<file path="src/rtl/exec_core_if.sv">
// Execute-stage bus for exec_core: fetched instruction and register-file
// operands in, register addresses, write-back, branch/halt and debug status out.
interface exec_core_if;
  logic [7:0] instruction;
  logic [7:0] reg_data0;
  logic [7:0] reg_data1;
  logic [1:0] reg_addr_0;
  logic [1:0] reg_addr_1;
  logic [1:0] reg_addr_w;
  logic       reg_w_en;
  logic [7:0] reg_wdata;
  logic       branch;
  logic [7:0] branch_offset;
  logic       halt;
  logic       zero;
  logic       mem_w_en;
  logic       stack_w_en;
  logic       stack_r_en;
  logic       stack_full;
  logic       stack_empty;

  // Fetch/register-file side drives the instruction and operands
  modport master (
    output instruction, reg_data0, reg_data1,
    input  reg_addr_0, reg_addr_1, reg_addr_w, reg_w_en, reg_wdata, branch, branch_offset,
           halt, zero, mem_w_en, stack_w_en, stack_r_en, stack_full, stack_empty
  );

  // Execute core side
  modport slave (
    input  instruction, reg_data0, reg_data1,
    output reg_addr_0, reg_addr_1, reg_addr_w, reg_w_en, reg_wdata, branch, branch_offset,
           halt, zero, mem_w_en, stack_w_en, stack_r_en, stack_full, stack_empty
  );
endinterface

</file>
<file path="src/rtl/exec_core.sv">
// exec_core: single-cycle decode + 8-bit ALU + data memory for the ExceptioNull CPU.
// Optional descending hardware stack sharing data memory, enabled by `EXEC_STACK_EN.
module exec_core #(
  parameter int unsigned MEM_DEPTH = 16
) (
  input logic        clk,
  input logic        rst_n,
  exec_core_if.slave bus
);
  localparam int unsigned AW = $clog2(MEM_DEPTH);

  typedef enum logic [2:0] {
    AluAdd = 3'b000,
    AluSub = 3'b001,
    AluAnd = 3'b010,
    AluOr  = 3'b011,
    AluXor = 3'b100,
    AluSlt = 3'b101,
    AluShl = 3'b110,
    AluShr = 3'b111
  } alu_op_e;

  logic [3:0] opcode;
  logic [7:0] imm_sext;
  alu_op_e    alu_op;
  logic       use_imm, dec_w, dec_sw, dec_lw, dec_push, dec_pop, dec_beqz, dec_halt;
  logic [7:0] alu_b, alu_result, rd_data;
  logic [7:0] mem_q [MEM_DEPTH];
  logic       mem_we;
  logic [AW-1:0] wr_addr;

  assign opcode   = bus.instruction[7:4];
  assign imm_sext = {{6{bus.instruction[1]}}, bus.instruction[1:0]};

  // Opcode decode into ALU control and raw (ungated) enables
  always_comb begin
    alu_op   = AluAdd;
    use_imm  = 1'b0;
    dec_w    = 1'b0;
    dec_sw   = 1'b0;
    dec_lw   = 1'b0;
    dec_push = 1'b0;
    dec_pop  = 1'b0;
    dec_beqz = 1'b0;
    dec_halt = 1'b0;
    case (opcode)
      4'h1: begin alu_op = AluAdd; dec_w = 1'b1; end
      4'h2: begin alu_op = AluSub; dec_w = 1'b1; end
      4'h3: begin alu_op = AluAnd; dec_w = 1'b1; end
      4'h4: begin alu_op = AluOr;  dec_w = 1'b1; end
      4'h5: begin alu_op = AluXor; dec_w = 1'b1; end
      4'h6: begin alu_op = AluAdd; dec_w = 1'b1; use_imm = 1'b1; end
      4'h7: begin alu_op = AluSlt; dec_w = 1'b1; end
      4'h8: begin alu_op = AluShl; dec_w = 1'b1; end
      4'h9: begin alu_op = AluShr; dec_w = 1'b1; end
      4'hA: begin dec_w = 1'b1; dec_lw = 1'b1; end
      4'hB: dec_sw = 1'b1;
`ifdef EXEC_STACK_EN
      4'hC: dec_push = 1'b1;
      4'hD: begin dec_w = 1'b1; dec_pop = 1'b1; end
`endif
      4'hE: dec_beqz = 1'b1;
      4'hF: dec_halt = 1'b1;
      default: ;
    endcase
  end

  // Operand B select; BEQZ adds zero so the zero flag reflects R
  always_comb begin
    alu_b = bus.reg_data1;
    if (use_imm)       alu_b = imm_sext;
    else if (dec_beqz) alu_b = 8'h00;
  end

  // 8-bit ALU, modulo-256 arithmetic
  always_comb begin
    alu_result = 8'h00;
    case (alu_op)
      AluAdd: alu_result = bus.reg_data0 + alu_b;
      AluSub: alu_result = bus.reg_data0 - alu_b;
      AluAnd: alu_result = bus.reg_data0 & alu_b;
      AluOr:  alu_result = bus.reg_data0 | alu_b;
      AluXor: alu_result = bus.reg_data0 ^ alu_b;
      AluSlt: alu_result = {7'd0, $signed(bus.reg_data0) < $signed(alu_b)};
      AluShl: alu_result = {bus.reg_data0[6:0], 1'b0};
      AluShr: alu_result = {1'b0, bus.reg_data0[7:1]};
      default: alu_result = 8'h00;
    endcase
  end

  assign bus.reg_addr_0    = bus.instruction[3:2];
  assign bus.reg_addr_1    = bus.instruction[1:0];
  assign bus.reg_addr_w    = bus.instruction[3:2];
  assign bus.branch_offset = imm_sext;
  assign bus.zero          = (alu_result == 8'h00);
  // Enables and branch/halt are held low while reset is asserted
  assign bus.reg_w_en      = dec_w & rst_n;
  assign bus.mem_w_en      = dec_sw & rst_n;
  assign bus.stack_w_en    = dec_push & rst_n;
  assign bus.stack_r_en    = dec_pop & rst_n;
  assign bus.branch        = dec_beqz & (bus.reg_data0 == 8'h00) & rst_n;
  assign bus.halt          = dec_halt & rst_n;
  assign bus.reg_wdata     = (dec_lw | dec_pop) ? rd_data : alu_result;

`ifdef EXEC_STACK_EN
  localparam logic [AW:0] SpEmpty = MEM_DEPTH[AW:0];
  localparam logic [AW:0] SpOne   = (AW + 1)'(1);

  logic [AW:0] sp_q, sp_m1;
  logic        push_ok;

  assign sp_m1           = sp_q - SpOne;
  assign bus.stack_full  = (sp_q == '0);
  assign bus.stack_empty = (sp_q == SpEmpty);
  assign push_ok         = bus.stack_w_en & ~bus.stack_full;
  assign mem_we          = bus.mem_w_en | push_ok;
  assign wr_addr         = push_ok ? sp_m1[AW-1:0] : bus.reg_data1[AW-1:0];

  // Asynchronous read: LW by address, POP from top of stack (0x00 when empty)
  always_comb begin
    rd_data = mem_q[bus.reg_data1[AW-1:0]];
    if (dec_pop) rd_data = bus.stack_empty ? 8'h00 : mem_q[sp_q[AW-1:0]];
  end

  // Stack pointer: full pushes and empty pops leave it unchanged
  always_ff @(posedge clk or negedge rst_n) begin
    if (!rst_n) begin
      sp_q <= SpEmpty;
    end else if (push_ok) begin
      sp_q <= sp_m1;
    end else if (bus.stack_r_en && !bus.stack_empty) begin
      sp_q <= sp_q + SpOne;
    end
  end
`else
  assign bus.stack_full  = 1'b0;
  assign bus.stack_empty = 1'b1;
  assign mem_we          = bus.mem_w_en;
  assign wr_addr         = bus.reg_data1[AW-1:0];

  // Asynchronous LW read
  always_comb begin
    rd_data = mem_q[bus.reg_data1[AW-1:0]];
  end
`endif

  // Data memory: cleared by reset, single write port
  always_ff @(posedge clk or negedge rst_n) begin
    if (!rst_n) begin
      for (int unsigned i = 0; i < MEM_DEPTH; i++) mem_q[i] <= 8'h00;
    end else if (mem_we) begin
      mem_q[wr_addr] <= bus.reg_data0;
    end
  end
endmodule

</file>
<file path="src/flat_wrapper.sv">
// flat-port wrapper written by rule: the top's interface ports become plain ports
module exec_core_flat 
#(
  parameter int unsigned MEM_DEPTH = 16
)
  (clk, rst_n, bus_instruction, bus_reg_data0, bus_reg_data1, bus_reg_addr_0, bus_reg_addr_1, bus_reg_addr_w, bus_reg_w_en, bus_reg_wdata, bus_branch, bus_branch_offset, bus_halt, bus_zero, bus_mem_w_en, bus_stack_w_en, bus_stack_r_en, bus_stack_full, bus_stack_empty);
  exec_core_if bus_i ();
  input logic clk;
  input logic rst_n;
  input wire logic [$bits(bus_i.instruction)-1:0] bus_instruction;
  input wire logic [$bits(bus_i.reg_data0)-1:0] bus_reg_data0;
  input wire logic [$bits(bus_i.reg_data1)-1:0] bus_reg_data1;
  output wire logic [$bits(bus_i.reg_addr_0)-1:0] bus_reg_addr_0;
  output wire logic [$bits(bus_i.reg_addr_1)-1:0] bus_reg_addr_1;
  output wire logic [$bits(bus_i.reg_addr_w)-1:0] bus_reg_addr_w;
  output wire logic [$bits(bus_i.reg_w_en)-1:0] bus_reg_w_en;
  output wire logic [$bits(bus_i.reg_wdata)-1:0] bus_reg_wdata;
  output wire logic [$bits(bus_i.branch)-1:0] bus_branch;
  output wire logic [$bits(bus_i.branch_offset)-1:0] bus_branch_offset;
  output wire logic [$bits(bus_i.halt)-1:0] bus_halt;
  output wire logic [$bits(bus_i.zero)-1:0] bus_zero;
  output wire logic [$bits(bus_i.mem_w_en)-1:0] bus_mem_w_en;
  output wire logic [$bits(bus_i.stack_w_en)-1:0] bus_stack_w_en;
  output wire logic [$bits(bus_i.stack_r_en)-1:0] bus_stack_r_en;
  output wire logic [$bits(bus_i.stack_full)-1:0] bus_stack_full;
  output wire logic [$bits(bus_i.stack_empty)-1:0] bus_stack_empty;
  assign bus_i.instruction = bus_instruction;
  assign bus_i.reg_data0 = bus_reg_data0;
  assign bus_i.reg_data1 = bus_reg_data1;
  assign bus_reg_addr_0 = bus_i.reg_addr_0;
  assign bus_reg_addr_1 = bus_i.reg_addr_1;
  assign bus_reg_addr_w = bus_i.reg_addr_w;
  assign bus_reg_w_en = bus_i.reg_w_en;
  assign bus_reg_wdata = bus_i.reg_wdata;
  assign bus_branch = bus_i.branch;
  assign bus_branch_offset = bus_i.branch_offset;
  assign bus_halt = bus_i.halt;
  assign bus_zero = bus_i.zero;
  assign bus_mem_w_en = bus_i.mem_w_en;
  assign bus_stack_w_en = bus_i.stack_w_en;
  assign bus_stack_r_en = bus_i.stack_r_en;
  assign bus_stack_full = bus_i.stack_full;
  assign bus_stack_empty = bus_i.stack_empty;
  exec_core #(.MEM_DEPTH(MEM_DEPTH)) u_core (.clk(clk), .rst_n(rst_n), .bus(bus_i));
endmodule
</file>
<file path="config.mk">
export PLATFORM = sky130hd
export DESIGN_NAME = exec_core_flat
export DESIGN_NICKNAME = d
export VERILOG_FILES = /design/src/rtl/exec_core_if.sv /design/src/rtl/exec_core.sv /design/src/flat_wrapper.sv
export SDC_FILE = /design/constraint.sdc
export NUM_CORES = 1
export LEC_CHECK = 0
export CORE_AREA = 8 8 156 158
export DETAILED_ROUTE_END_ITERATION = 8
export DIE_AREA = 0 0 164 166
export SETUP_SLACK_MARGIN = 0.05
export SYNTH_ARGS = -nofsm -noshare
export SYNTH_HDL_FRONTEND = slang
export SYNTH_SLANG_ARGS = --single-unit
export TNS_END_PERCENT = 5
</file>
<file path="constraint.sdc">
create_clock -name clk -period 5.08 [get_ports clk]
set_input_delay 1.016 -clock clk [delete_from_list [all_inputs] [get_ports clk]]
set_output_delay 1.016 -clock clk [all_outputs]
set_load 0.02 [all_outputs]
</file>
# Word level (Yosys, flattened, before mapping)

Cells that the tools add are included.

Output and inout bits: 31
Bits of input ports: 26
Bits in registers: 128

Add/subtract/negate cells: 2
Reduce and logical (&&, ||, !) cells: 5
Mux-type cells: 17
Eq/ne operators: 20
Order comparisons: 3
Bitwise gates (word level): 9

Operators by type and width:

| kind                 | count |
|---|---|
| $bwmux W128          | 1 |
| $pmux W8 S8          | 1 |
| $mux W8              | 6 |
| $bmux W8 S4          | 1 |
| $demux W8 S4         | 1 |
| $eq A4 B4 Y1 const B | 6 |
| $pmux W3 S7          | 1 |
| $eq A4 B3 Y1 const B | 4 |
| $logic_not A8 Y1     | 2 |
| $eq A3 B3 Y1 const B | 4 |
| $reduce_or A10 Y1    | 1 |
| $add A8 B8 Y8        | 1 |
| $and A8 B8 Y8        | 1 |
| $eq A4 B2 Y1 const B | 2 |
| $lt A8 B8 Y1         | 1 |
| $or A8 B8 Y8         | 1 |
| $sub A8 B8 Y8        | 1 |
| $xor A8 B8 Y8        | 1 |
| $eq A3 B2 Y1 const B | 2 |
| $mux W1              | 6 |
| $and A1 B1 Y1        | 5 |
| $ge A5 B5 Y1 const B | 1 |
| $lt A5 B1 Y1 const B | 1 |
| $not A4 Y5           | 1 |
| 4 further kinds      | 4 |

# Longest topological paths before layout

Word-level depth: 7
Depth in mapped cells: 16

# Worst setup path after synthesis

OpenSTA, ideal clock, no wires.

Path type: input-to-output
From: input bus_instruction[4]
To: output bus_zero
Path slack: -0.031 ns
Buffers on the path: 4
Required time: 4.064 ns
Data arrival time: 4.095 ns
Stages on the path: 16
Path through: buf_2 -> buf_2 -> buf_2 -> nor2b_1 -> nand2_1 -> nand2_1 -> nand2_1 -> inv_1 -> ha_1 -> buf_2 -> or3b_1 -> a31oi_1 -> or2_2 -> o221ai_1 -> or3b_1 -> nor4_2

Word-level cells in the longest chain between the ends: 7
Elaborated cells on any way between the ends: 30
Those cells by class: add/sub: 2; order compare: 1; eq/ne: 16; mux: 6; bitwise: 3; reduce/logical: 2

RTL lines:

| what                                  | RTL line           | source |
|---|---|---|
| from (decl)                           | flat_wrapper.sv:10 | `input wire logic [$bits(bus_i.instruction)-1:0] bus_instruction;` |
| $eq A4 B4 Y1                          | exec_core.sv:46    | `case (opcode)` |
| $mux W1                               | exec_core.sv:46    |  |
| $mux W8                               | exec_core.sv:72    | `else if (dec_beqz) alu_b = 8'h00;` |
| $mux W8                               | exec_core.sv:71    | `if (use_imm) alu_b = imm_sext;` |
| $sub A8 B8 Y8 (tied with other cells) | exec_core.sv:80    | `AluSub: alu_result = bus.reg_data0 - alu_b;` |
| $pmux W8 S8 *                         | exec_core.sv:78    | `case (alu_op)` |
| $logic_not A8 Y1 *                    | exec_core.sv:95    | `assign bus.zero = (alu_result == 8'h00);` |
| to (decl)                             | flat_wrapper.sv:21 | `output wire logic [$bits(bus_i.zero)-1:0] bus_zero;` |

Mark *: on every way between the ends. The rest lies on a longest branch, timed or not.

# Worst setup path in the final report

From: input bus_instruction[6]
To: output bus_zero

Same word-level chain as after synthesis.

==> results.py <==
metrics = {
    "run_status": {
        "status": "complete, but fails checks",
        "violations": "negative setup slack",
    },
    "detailed_routing": {
        "avgRoutedWirePerCell_um": 19.6,
        "drt_iter0_drc": 284,
        "firstDrtPassIters": 6,
        "viasPerCell": 5.27,
        "vias": 5717,
        "drcViolationCount": 0,
        "wirelength_um": 21200,
        "ant_nets": 0,
    },
    "critical_path": {
        "crit_top_cell": "or3b_1",
        "path_buf_inv": 3,
        "arrival_ns": 4.07,
        "reg2reg_depth": 1,
        "crit_slowest_cell": "clkdlybuf4s50_1",
        "crit_family": "simple AND/OR/NAND/NOR gates",
        "critical_path_class": "input port to output pin",
        "setup.worst_path.start_class": "input port",
        "r2r_slack_ns": 4.31,
        "end_kind": "output pin",
        "crit_required_ns": 4.06,
        "rr_startpoint": "u_core.mem_q[6]",
        "r2r_end": "u_core.mem_q[6]",
        "worstPathCellList": "clkdlybuf4s50_1, nor2b_1, nand3_2, nand2_1, inv_1, ha_1, or3b_1, a31oi_2, or2_2, o221ai_1, or3b_1, nor4_4, buf_4",
        "crit_fanout": 5,
        "cp_slowest_stage_delay_ns": 0.49,
    },
    "sta": {
        "max_freq_ghz": 0.197,
        "worst_pin_slew_ns": 0.865,
        "fin_crit_sh_pct": 100,
        "hold_slack_ns": 0.430,
        "max_slew_margin_pct": 42.0,
        "grt_setup_unrepaired": "true",
        "setup_violations": 2,
        "slew_viol_final": 0,
        "hold_violations": 0,
        "layout_setup_ws_ns": -0.00713,
        "fin_skew_ns": 0,
        "period_needed_ns": 5.09,
    },
    "cts": {
        "cts_buffers": 17,
        "clk_latency_ns": 0.41,
        "path_clk_slew_ns": 0.05,
        "ctsHoldBuffers": 0,
        "htreeDepth": 4,
        "cts_tree": "built",
        "clk_path_buf_depth": 2,
        "clkSinkCount": 128,
        "cts_root_buf": "clkbuf_16",
    },
    "floorplan": {
        "rows": 55,
        "coreArea_mm2": 0.0221,
        "die_x_um": 164,
        "start_util_pct": 34.2,
        "dieArea_mm2": 0.0272,
        "pin_count": 57,
        "die_h_um": 166,
    },
    "grt": {
        "grt_overflow_total": 0,
        "grt_antenna_before_repair": 0,
        "grt_max_degree": 58,
        "grt_pass1_vias": 5954,
        "grt_pass1_wl_um": 33900,
        "grtUsageTotal_pct": 15.9,
    },
    "final_layout": {
        "final_cell_mix": "128 x dfrtp_1, 95 x nand2_1, 95 x buf_4",
        "regMostFlops": "u_core.mem_q",
        "postLayoutCoreUtil_pct": 42.7,
        "largest_register_ffs": 128,
        "final_common_cell": "dfrtp_1",
        "drive_above_1_share_pct": 34.2,
        "nNetsFinal": 838,
        "n_antenna_cell": 0,
        "area_growth_pct": 24.8,
        "reg.largest.list": "u_core.mem_q (128)",
    },
    "pwr": {
        "peakVddDrop_mv": 0.228,
        "p_leak_nw": 4.34,
        "powerDensity_mw_per_mm2": 301,
    },
    "synthesis": {
        "yosysUniqueCellTypes": 71,
        "syn_inst": 688,
        "ys_seq_area_share_pct": 42.4,
        "syn_area_per_cell_um2": 11.0,
        "ys_async_sr_fraction_pct": 100,
        "synth_edf_count": 0,
        "ys_dominant_reg_cell": "dfrtp_1",
        "yosys_warnings": 0,
        "synthesis.area_mm2": 0.00756,
        "ys_seq_elements": 128,
    },
    "job": {
        "maxCapViolCount": 0,
    },
    "placement": {
        "preCtsSetupSlack_ns": -0.660,
        "gp_congestion": 0.869,
        "place_hpwl_um": 15500,
        "io_buffers": 46,
    },
    "min_path": {
        "worstHoldPathType": "input port to asynchronous set/reset pin",
    },
}
## worst max-delay path by stage
stage	cells after the start	from	slack (ns)	endpoint
after floorplan	15	bus_instruction[4]	0.07	bus_zero
after global placement	14	bus_instruction[5]	-0.67	bus_reg_wdata[7]
after detailed placement	14	bus_instruction[5]	-0.66	bus_reg_wdata[7]
after CTS	14	bus_instruction[5]	-0.22	bus_reg_wdata[1]
after global routing	15	bus_instruction[5]	-0.22	bus_zero
final	13	bus_instruction[6]	-0.007	bus_zero
## cells in the mapped netlist, drive strengths merged, types with 10 or more instances
cell      n  area share, %
mux2     75             11
o21ai    67            4.4
dfrtp   128             42
nor2b    15            1.2
buf      38            3.2
clkbuf   23            1.1
nand2    95            4.7
nor2     22            1.1
inv      27            1.3
nand2b   11           0.91
ha       24            4.0
mux4     40             12
a21oi    11           0.73
nor3     10           0.79
## where the power goes
| part | switching (mW) | leakage (nW) | total (mW) | internal [mW] |
|---|---|---|---|---|
| clock network | 0.442 | 0.299 | 1.23 | 0.786 |
| logic | 0.277 | 2.28 | 0.524 | 0.247 |
| registers | 0.0240 | 1.77 | 1.09 | 1.07 |
| total | 0.743 | 4.34 | 2.84 | 2.10 |
## per-layer routing
| layer | global-route usage [%] | wire length (um) |
|---|---|---|
| met1 | 21.9 | 9550 |
| met2 | 24.7 | 9980 |
| met3 | 2.97 | 1350 |
| met4 | 5.38 | 358 |
| met5 | 0 | 0 |
## cell type report
class                           count  area [um^2]
Inverter                           27          101
Fill cell                        2070        12700
Clock inverter                      9          105
Sequential cell                   128         3200
Tap cell                          285          357
Multi-Input combinational cell    474         4050
Clock buffer                       23          498
Timing Repair Buffer              138         1120
## cells by family after synthesis
kind of cell,count (synthesis),synth area share [%]
AO/OA/AOI/OAI,128,10.7
AND/OR/NAND/NOR,192,12.5
XOR/XNOR,4,0.463
multiplexers,120,23.7
buffers and inverters,88,5.69
other,2,0.0993
flip-flops,128,42.4
adder cells (fa/ha/maj),26,4.50
## per-stage QoR
stage / TNS (ns) / cells / cell area, um^2 / total power, mW
5_1_grt: -0.697 / 1084 / 9440 / 2.96
3_5_place_dp: -4.33 / 1051 / 8740 / 1.62
3_3_place_gp: -4.15 / 1051 / 8740 / 1.62
4_1_cts: -0.722 / 1084 / 9390 / 2.85
2_1_floorplan: 0 / 690 / 7580 / 1.39
6_report: -0.00840 / 1084 / 9440 / 2.84
## timing repair
| action | in CTS | in global routing |
|---|---|---|
| endpoints found under the hold margin | 0 | 0 |
| gates resized for setup | 26 | 21 |
| pin swaps | 1 | 4 |
| setup buffers | 1 | 0 |
| endpoints found under the setup margin | 9 | 9 |
(Power assumes the default switching activity.)
